### src/rtl/lsu_dcache_if_if.sv
// lsu_dcache_if_if: bundles for the LSU's pipeline-side and cache-side ports.
//   lsu_mem_if : MEM-stage request/response (master = pipeline, slave = LSU)
//   lsu_cpu_if : D-cache CPU port (master = LSU, slave = cache)
interface lsu_mem_if #(parameter int DATA_W = 32, parameter int ADDR_W = 32);
   logic              mem_req;
   logic              mem_ready;
   logic              mem_we;
   logic [2:0]        mem_funct3;
   logic [ADDR_W-1:0] mem_addr;
   logic [DATA_W-1:0] mem_wdata;
   logic              mem_done;
   logic [DATA_W-1:0] mem_rdata;
   logic              mem_exc;
   logic [1:0]        mem_exc_cause;
   modport master (output mem_req, mem_we, mem_funct3, mem_addr, mem_wdata,
                   input  mem_ready, mem_done, mem_rdata, mem_exc, mem_exc_cause);
   modport slave  (input  mem_req, mem_we, mem_funct3, mem_addr, mem_wdata,
                   output mem_ready, mem_done, mem_rdata, mem_exc, mem_exc_cause);
endinterface

interface lsu_cpu_if #(parameter int DATA_W = 32, parameter int ADDR_W = 32);
   logic                cpu_req;
   logic [ADDR_W-1:0]   cpu_req_addr;
   logic                cpu_wr_en;
   logic [DATA_W-1:0]   cpu_wr_data;
   logic [DATA_W/8-1:0] cpu_wr_strb;
   logic                cpu_req_valid;
   logic [DATA_W-1:0]   cpu_req_data;
   logic                busy;
   modport master (output cpu_req, cpu_req_addr, cpu_wr_en, cpu_wr_data, cpu_wr_strb,
                   input  cpu_req_valid, cpu_req_data, busy);
   modport slave  (input  cpu_req, cpu_req_addr, cpu_wr_en, cpu_wr_data, cpu_wr_strb,
                   output cpu_req_valid, cpu_req_data, busy);
endinterface

### src/rtl/lsu_dcache_if.sv
// lsu_dcache_if: MEM-stage load/store unit in front of the D-cache CPU port.
//   ACLK/ARESETn : clock, asynchronous active-low reset
//   mem (slave)  : pipeline request (we/funct3/addr/wdata), ready, done pulse,
//                  extended load data, exception pulse and held cause
//   cpu (master) : word-aligned cache request with strobes, completion/read
//                  data and the cache busy indication
module lsu_dcache_if #(
   parameter int DATA_W      = 32,
   parameter int ADDR_W      = 32,
   parameter int TIMEOUT_CYC = 1024,
   parameter int TO_W        = $clog2(TIMEOUT_CYC + 1)
) (
   input logic       ACLK,
   input logic       ARESETn,
   lsu_mem_if.slave  mem,
   lsu_cpu_if.master cpu
);
   localparam int CW = (TO_W < 1) ? 1 : TO_W;
   typedef enum logic [1:0] {IDLE, ISSUE, REQ, DONE} state_t;
   state_t            state, state_nx;
   logic              we_q, exc_q;
   logic [2:0]        f3_q;
   logic [1:0]        cause_q, b;
   logic [ADDR_W-1:0] addr_q;
   logic [DATA_W-1:0] wdata_q, rdata_q, lane, ext;
   logic [CW-1:0]     cnt;
   logic              accept, illegal, misalign, to_hit;
   assign accept   = mem.mem_req && state == IDLE;
   assign illegal  = (mem.mem_funct3 inside {3'b011, 3'b110, 3'b111}) || (mem.mem_we && mem.mem_funct3[2]);
   assign misalign = (mem.mem_funct3[1:0] == 2'b01 && mem.mem_addr[0]) ||
                     (mem.mem_funct3[1:0] == 2'b10 && mem.mem_addr[1:0] != 2'b00);
   assign to_hit   = (TIMEOUT_CYC != 0) && (cnt == CW'(TIMEOUT_CYC - 1));
   assign b        = addr_q[1:0];
   assign lane     = cpu.cpu_req_data >> {b, 3'b000};
   // funct3[2] selects zero extension (BU/HU); funct3[1:0] selects the size
   assign ext = f3_q[1:0] == 2'b00 ? {{24{~f3_q[2] & lane[7]}}, lane[7:0]} :
                f3_q[1:0] == 2'b01 ? {{16{~f3_q[2] & lane[15]}}, lane[15:0]} : lane;
   always_comb begin
      state_nx          = state;
      mem.mem_ready     = state == IDLE;
      mem.mem_done      = state == DONE;
      cpu.cpu_req       = state == REQ;
      cpu.cpu_wr_en     = state == REQ && we_q;
      mem.mem_rdata     = rdata_q;
      mem.mem_exc       = exc_q;
      mem.mem_exc_cause = cause_q;
      cpu.cpu_req_addr  = {addr_q[ADDR_W-1:2], 2'b00};
      cpu.cpu_wr_data   = !we_q ? '0 : f3_q[1:0] == 2'b00 ? {4{wdata_q[7:0]}} :
                          f3_q[1:0] == 2'b01 ? {2{wdata_q[15:0]}} : wdata_q;
      cpu.cpu_wr_strb   = !we_q ? 4'b0000 : f3_q[1:0] == 2'b00 ? 4'b0001 << b :
                          f3_q[1:0] == 2'b01 ? 4'b0011 << b : 4'b1111;
      unique case (state)
         // an idle cache at accept skips the ISSUE wait so CPU_REQ rises the next cycle
         IDLE:  if (accept && !illegal && !misalign) state_nx = cpu.busy ? ISSUE : REQ;
         ISSUE: if (!cpu.busy) state_nx = REQ;
         REQ:   state_nx = cpu.cpu_req_valid ? DONE : to_hit ? IDLE : REQ;
         DONE:  state_nx = IDLE;
      endcase
   end
   always_ff @(posedge ACLK or negedge ARESETn) begin
      if (!ARESETn) begin
         state   <= IDLE;
         we_q    <= 1'b0;
         f3_q    <= '0;
         addr_q  <= '0;
         wdata_q <= '0;
         rdata_q <= '0;
         exc_q   <= 1'b0;
         cause_q <= '0;
         cnt     <= '0;
      end else begin
         state <= state_nx;
         exc_q <= 1'b0;
         cnt   <= state == REQ ? cnt + 1'b1 : '0;
         if (accept) begin
            we_q    <= mem.mem_we;
            f3_q    <= mem.mem_funct3;
            addr_q  <= mem.mem_addr;
            wdata_q <= mem.mem_wdata;
         end
         if (accept && (illegal || misalign)) begin
            exc_q   <= 1'b1;
            cause_q <= illegal ? 2'b10 : 2'b01;
         end
         if (state == REQ && cpu.cpu_req_valid && !we_q) rdata_q <= ext;
         // completion on the terminal-count cycle takes priority over the watchdog
         if (state == REQ && !cpu.cpu_req_valid && to_hit) begin
            exc_q   <= 1'b1;
            cause_q <= 2'b11;
         end
      end
   end
endmodule
### src/flat_wrapper.sv
// flat-port wrapper written by rule: the top's interface ports become plain ports
module lsu_dcache_if_flat 
#(
   parameter int DATA_W      = 32,
   parameter int ADDR_W      = 32,
   parameter int TIMEOUT_CYC = 1024,
   parameter int TO_W        = $clog2(TIMEOUT_CYC + 1)
)
  (ACLK, ARESETn, mem_mem_req, mem_mem_we, mem_mem_funct3, mem_mem_addr, mem_mem_wdata, mem_mem_ready, mem_mem_done, mem_mem_rdata, mem_mem_exc, mem_mem_exc_cause, cpu_cpu_req, cpu_cpu_req_addr, cpu_cpu_wr_en, cpu_cpu_wr_data, cpu_cpu_wr_strb, cpu_cpu_req_valid, cpu_cpu_req_data, cpu_busy);
  lsu_mem_if #(.DATA_W(DATA_W), .ADDR_W(ADDR_W)) mem_i ();
  lsu_cpu_if #(.DATA_W(DATA_W), .ADDR_W(ADDR_W)) cpu_i ();
  input logic ACLK;
  input logic ARESETn;
  input wire logic [$bits(mem_i.mem_req)-1:0] mem_mem_req;
  input wire logic [$bits(mem_i.mem_we)-1:0] mem_mem_we;
  input wire logic [$bits(mem_i.mem_funct3)-1:0] mem_mem_funct3;
  input wire logic [$bits(mem_i.mem_addr)-1:0] mem_mem_addr;
  input wire logic [$bits(mem_i.mem_wdata)-1:0] mem_mem_wdata;
  output wire logic [$bits(mem_i.mem_ready)-1:0] mem_mem_ready;
  output wire logic [$bits(mem_i.mem_done)-1:0] mem_mem_done;
  output wire logic [$bits(mem_i.mem_rdata)-1:0] mem_mem_rdata;
  output wire logic [$bits(mem_i.mem_exc)-1:0] mem_mem_exc;
  output wire logic [$bits(mem_i.mem_exc_cause)-1:0] mem_mem_exc_cause;
  output wire logic [$bits(cpu_i.cpu_req)-1:0] cpu_cpu_req;
  output wire logic [$bits(cpu_i.cpu_req_addr)-1:0] cpu_cpu_req_addr;
  output wire logic [$bits(cpu_i.cpu_wr_en)-1:0] cpu_cpu_wr_en;
  output wire logic [$bits(cpu_i.cpu_wr_data)-1:0] cpu_cpu_wr_data;
  output wire logic [$bits(cpu_i.cpu_wr_strb)-1:0] cpu_cpu_wr_strb;
  input wire logic [$bits(cpu_i.cpu_req_valid)-1:0] cpu_cpu_req_valid;
  input wire logic [$bits(cpu_i.cpu_req_data)-1:0] cpu_cpu_req_data;
  input wire logic [$bits(cpu_i.busy)-1:0] cpu_busy;
  assign mem_i.mem_req = mem_mem_req;
  assign mem_i.mem_we = mem_mem_we;
  assign mem_i.mem_funct3 = mem_mem_funct3;
  assign mem_i.mem_addr = mem_mem_addr;
  assign mem_i.mem_wdata = mem_mem_wdata;
  assign mem_mem_ready = mem_i.mem_ready;
  assign mem_mem_done = mem_i.mem_done;
  assign mem_mem_rdata = mem_i.mem_rdata;
  assign mem_mem_exc = mem_i.mem_exc;
  assign mem_mem_exc_cause = mem_i.mem_exc_cause;
  assign cpu_cpu_req = cpu_i.cpu_req;
  assign cpu_cpu_req_addr = cpu_i.cpu_req_addr;
  assign cpu_cpu_wr_en = cpu_i.cpu_wr_en;
  assign cpu_cpu_wr_data = cpu_i.cpu_wr_data;
  assign cpu_cpu_wr_strb = cpu_i.cpu_wr_strb;
  assign cpu_i.cpu_req_valid = cpu_cpu_req_valid;
  assign cpu_i.cpu_req_data = cpu_cpu_req_data;
  assign cpu_i.busy = cpu_busy;
  lsu_dcache_if #(.DATA_W(DATA_W), .ADDR_W(ADDR_W), .TIMEOUT_CYC(TIMEOUT_CYC), .TO_W(TO_W)) u_core (.ACLK(ACLK), .ARESETn(ARESETn), .mem(mem_i), .cpu(cpu_i));
endmodule
### config.mk
export PLATFORM = sky130hd
export DESIGN_NAME = lsu_dcache_if_flat
export DESIGN_NICKNAME = d
export VERILOG_FILES = /design/src/rtl/lsu_dcache_if_if.sv /design/src/rtl/lsu_dcache_if.sv /design/src/flat_wrapper.sv
export SDC_FILE = /design/constraint.sdc
export NUM_CORES = 1
export LEC_CHECK = 0
export ABC_AREA = 1
export CAP_MARGIN = 20
export CORE_MARGIN = 2
export CORE_UTILIZATION = 49
export DETAILED_ROUTE_END_ITERATION = 7
export MAX_ROUTING_LAYER = met4
export PLACE_DENSITY = 0.89
export SLEW_MARGIN = 20
export SYNTH_ARGS = -nofsm -noshare
export SYNTH_HDL_FRONTEND = slang
export SYNTH_SLANG_ARGS = --single-unit
### constraint.sdc
create_clock -name ACLK -period 3.35 [get_ports ACLK]
set_input_delay 0.67 -clock ACLK [delete_from_list [all_inputs] [get_ports ACLK]]
set_output_delay 0.67 -clock ACLK [all_outputs]
set_load 0.05 [all_outputs]
# Word level (Yosys, flattened, before mapping)
# Cells that the tools add are included.
[word_totals] output_inout_bits=107 input_bits=105 wordCells=73 register_bits=116
[op_classes] eq_ne=12 n_mux=20 shifts=3 bitwise_logic=3 n_addsub=1 reduce_logical=25
[op_table] cell="$mux W32" count=5
[op_table] cell="$shr A32 B5 Y32" count=1
[op_table] cell="$mux W2" count=8
[op_table] cell="$logic_and A1 B1 Y1" count=12
[op_table] cell="$mux W4" count=3
[op_table] cell="$add A11 B1 Y11 const B" count=1
[op_table] cell="$eq A11 B10 Y1 const B" count=1
[op_table] cell="$mux W11" count=1
[op_table] cell="$pmux W2 S4" count=1
[op_table] cell="$eq A2 B1 Y1 const B" count=3
[op_table] cell="$eq A2 B2 Y1 const B" count=3
[op_table] cell="$eq A3 B3 Y1 const B" count=2
[op_table] cell="$logic_not A1 Y1" count=4
[op_table] cell="$logic_not A2 Y1" count=2
[op_table] cell="$reduce_bool A2 Y1" count=2
[op_table] cell="$shl A1 B2 Y4 const A" count=1
[op_table] cell="$shl A2 B2 Y4 const A" count=1
[op_table] cell="$eq A3 B2 Y1 const B" count=1
[op_table] cell="$logic_or A1 B1 Y1" count=3
[op_table] cell="$reduce_bool A3 Y1" count=1
[op_table] cell="$and A1 B1 Y1" count=2
[op_table] cell="$mux W1" count=2
[op_table] cell="$ne A2 B1 Y1 const B" count=1
[op_table] cell="$ne A2 B2 Y1 const B" count=1
[op_table] cell="other kinds (2)" count=2

# Longest topological paths before layout
[logic_depth] depth_word=8 ltp_mapped=10

# Worst setup path before layout
# OpenSTA, ideal clock, no wires.
[synth_timing] path_kind="register to output" startpoint="register u_core.addr_q[0]" endpoint="output port cpu_cpu_wr_strb[2]" arrival_ps=1929 path_buffers=3 path_slack_ps=751 required_ps=2680 path_stages_with_launch=8 cell_sequence="dfrtp_1 buf_2 inv_1 buf_4 buf_2 ha_1 o22ai_1 nor2_1"
[synth_between] elab_chain_cells=4 word_cells_on_any_way=5 cone_classes="shift (2); mux (3)"
[synth_lines] item="start, declared" line_no="lsu_dcache_if.sv:24" text="logic [ADDR_W-1:0] addr_q;"
[synth_lines] item="start signal, assigned" line_no="lsu_dcache_if.sv:78" text="addr_q <= mem.mem_addr;"
[synth_lines] item="$shl A2 B2 Y4" line_no="lsu_dcache_if.sv:51" text="f3_q[1:0] == 2'b01 ? 4'b0011 << b : 4'b1111;"
[synth_lines] item="$mux W4" line_no="lsu_dcache_if.sv:51"
[synth_lines] item="$mux W4 (*) (2 in a row)" line_no="lsu_dcache_if.sv:50" text="cpu.cpu_wr_strb = !we_q ? 4'b0000 : f3_q[1:0] == 2'b00 ? 4'b0001 << b :"
[synth_lines] item="end, declared" line_no="flat_wrapper.sv:28" text="output wire logic [$bits(cpu_i.cpu_wr_strb)-1:0] cpu_cpu_wr_strb;"
# Every way passes the cells marked *; elsewhere a longest branch is shown, timed or not.

# Final worst setup path
[layout_timing] startpoint="register u_core.state[0]" endpoint="output port cpu_cpu_req"
[layout_between] elab_chain_cells=1
[layout_lines] item="start, declared" line_no="lsu_dcache_if.sv:20" text="state_t state, state_nx;"
[layout_lines] item="start signal, assigned" line_no="lsu_dcache_if.sv:72" text="state <= state_nx;"
[layout_lines] item="$eq A2 B2 Y1" line_no="lsu_dcache_if.sv:42" text="cpu.cpu_req = state == REQ;"
[layout_lines] item="end, declared" line_no="flat_wrapper.sv:24" text="output wire logic [$bits(cpu_i.cpu_req)-1:0] cpu_cpu_req;"
# Every way passes these cells.

==> impl_metrics.ini <==
[routing]
drt_iter0_drc = 616
detail_route.wl_per_cell_um = 15.2
dr.pass1.iters = 5
via_count = 6081
drc = 0
ant_nets = 0
wirelength_mm = 18.1
via_per_inst = 5.11

[setup_path]
crit_path_start_kind = flip-flop
cp-end-kind = output pin
critPathMaxFanout = 11
crit_family = buffers and inverters
worstPathCellList = inv_1 > nand2_1 > inv_1 > clkdlybuf4s50_1
crit_buf_inv = 3
arrival_ns = 2.24
worst_path_most_repeated_cell = inv_1
crit_cells = 4
cpPeakStageDelay_ns = 0.83
r2r_cells = 9
crit_required_ns = 2.68
critPathKind = reg2out
cp_slowest_cell = clkdlybuf4s50_1

[sta]
setup_viol = 0
timing.final.ws_setup_ns = 0.442
min_period_over_period_pct = 86.8
min_period_ns = 2.91
maxSlewViolCount = 0
fin_setup_tns_ns = 0
fmax_ghz = 0.344
slew_headroom_pct = 55.0
hold_ws_ns = 0.243
tightest_slew_ns = 0.674
skew_ns = 0.00312
grt_setup_unrepaired = false
hold_viol = 0

[global_routing]
grt-ovfl-total = 0
grt_max_degree = 65
grt.met1_usage_pct = 35.5
use_met2_pct = 45.2
met3_usage_pct = 7.11
grt.total_usage_pct = 28.9
antenna_found_initial = 0
grt_pass1_wl_mm = 28.6
grt_busiest_layer = met2
grt_pass1_vias = 5775

[floorplanning]
start_util_pct = 50.5
dieWidth_um = 115
core_um2 = 12100
die-area_um2 = 13300
die_height_um = 115
boundaryPins = 212
std_cell_rows = 40

[cts]
cts-root-buf = clkbuf_16
cts_setup_buffers = 0
holdBufCountCts = 0
ctsResizeCount = 0
cts_buffer_depth = 2
insertion_delay_ns = 0.42
path_clk_slew_ns = 0.05
numCtsBuffers = 17
cts_sinks = 116
cts_tree = yes
htree_num_levels = 4

[pwr]
net-switching-power_mw = 5.00
swShare_pct = 50.9
clkPwrFrac_pct = 16.0
power_frac_seq_pct = 25.0
leakage_nw = 4.38
powerDensity_nw_per_um2 = 1140
max-vdd-ir-drop_uv = 750
power.internal_mw = 4.82
p_comb_share_pct = 59.0

[placed_design]
dp.cells = 1159
pre_cts_ws_ns = 0.908
gp_congestion = 0.898
io_buffer_count = 209
hpwlAfterDp_mm = 12.5

[flow_run]
maxCapViolations = 0

[cells_and_area]
nets = 1120
n_antenna_cell = 0
drive_gt1_share_pct = 7.53
fin_cells = 1190
synthToLayoutAreaGrowth_pct = 41.4

[yosys]
synth_seq_cells = 116
avgSynthCellArea_um2 = 7.21
syn-instance-count = 844
ys_seq_area_share_pct = 47.7
yosys_warnings = 0
synth_edf_count = 0
synthesis.area_um2 = 6090
yosysTopAreaCell = dfrtp_1
ys_top_cells_by_area = dfrtp_1, nand2_1, nor2_1
ys_types = 29
synth.top_cell.area_share_pct = 47.7
async_flop_share_pct = 100
ys.flop_type = dfrtp_1

[status]
status = completed

[hold_path]
hold_path.class = in2async
==> worst register-to-register path: cells and delay by family, from the launching register on <==
family,cells,cell delay (ns)
AND/OR/NAND/NOR,6,0.85
buffers and inverters,3,0.74
flip-flops,1,0.35
==> cell usage after synthesis, types with 2 or more instances <==
library cell,instances
clkbuf_1,12
buf_4,34
o21ai_0,28
nand3_1,52
a21oi_1,19
ha_1,5
xor2_1,2
inv_1,40
buf_2,27
dfrtp_1,116
nand2_2,2
nor2_2,4
inv_2,3
o211ai_1,7
nand2_1,397
o22ai_1,3
nor2_1,81
==> sequential cells by signal, summed over array words and instances (netlist names) <==
| register | count |
|---|---|
| u_core.mem.mem_exc | 1 |
| u_core.f3_q | 3 |
| u_core.cnt | 11 |
| u_core.mem.mem_exc_cause | 2 |
| u_core.mem.mem_rdata | 32 |
| u_core.wdata_q | 32 |
| u_core.we_q | 1 |
| u_core.addr_q | 32 |
| u_core.state | 2 |
==> stage by stage <==
stage / util, % / power [mW] / instance area (um^2)
2_1_floorplan: - / 6.50 / 6090
3_3_place_gp: 67.2 / 8.11 / 8100
3_5_place_dp: 67.2 / 8.21 / 8100
4_1_cts: 71.3 / 9.83 / 8610
5_1_grt: 71.3 / 10.4 / 8610
6_report: 71.3 / 9.82 / 8610
==> layout by cell type (no fill, tap or decap), drive strengths merged <==
master,instances
or2,1
a21oi,19
ha,5
o211ai,7
nor3,2
inv,43
buf,38
clkbuf,25
nand3,54
o21ai,28
xor2,2
nand4,1
conb,2
nand2,400
o22ai,3
dfrtp,116
nor2,85
clkdlybuf4s50,182
clkinv,7
xnor2,1
o21bai,1
==> per-layer routing <==
metal,vias up,routed length (um)
li1,2901,-
met1,2808,7270
met2,316,8770
met3,56,1450
met4,0,601
met5,-,0
==> power groups by stage <==
| stage | Sequential (mW) | Combinational (mW) | Clock [mW] |
|---|---|---|---|
| 6_report | 2.45 | 5.79 | 1.57 |
| 2_1_floorplan | 3.02 | 3.48 | 0 |
| 3_5_place_dp | 2.45 | 5.76 | 0 |
| 4_1_cts | 2.45 | 5.80 | 1.59 |
| 3_3_place_gp | 2.44 | 5.67 | 0 |
| 5_1_grt | 2.53 | 6.19 | 1.65 |
==> cell type report <==
type                       instances  area, um^2
multi-input combinational        611        2580
sequential                       116        2900
tap                              168         210
inverter                          44         165
timing repair buffer             220        2240
clock buffer                      25         475
clock inverter                     6        30.0
fill                             912        3460
==> path summary, 6_finish.rpt <==
kind | slack [ns] | to | start
min in group ACLK | 0.47 | u_core.wdata_q[23] | u_core.wdata_q[23]
worst min-delay path | 0.24 | u_core.mem.mem_rdata[20] | ARESETn
worst max-delay path | 0.44 | cpu_cpu_req | u_core.state[0]
worst max register to register | 1.35 | u_core.mem.mem_rdata[28] | u_core.addr_q[0]
worst min register to register | 0.47 | u_core.wdata_q[23] | u_core.wdata_q[23]
max in group asynchronous | 2.38 | u_core.wdata_q[2] | ARESETn
==> cells by family (layout without fill, tap and decap cells) <==
family | Yosys count | count (layout) | synth area share [%]
and+or+nand+nor | 543 | 543 | 35.6
DFF | 116 | 116 | 47.7
other | 1 | 2 | 0.0616
AOI/OAI and AO/OA | 58 | 58 | 5.16
xor gates and xnor gates | 3 | 3 | 0.432
buffers and inverters | 118 | 295 | 10.1
adders and majority gates | 5 | 5 | 1.03
No activity file was read; power rests on OpenSTA's default activity.
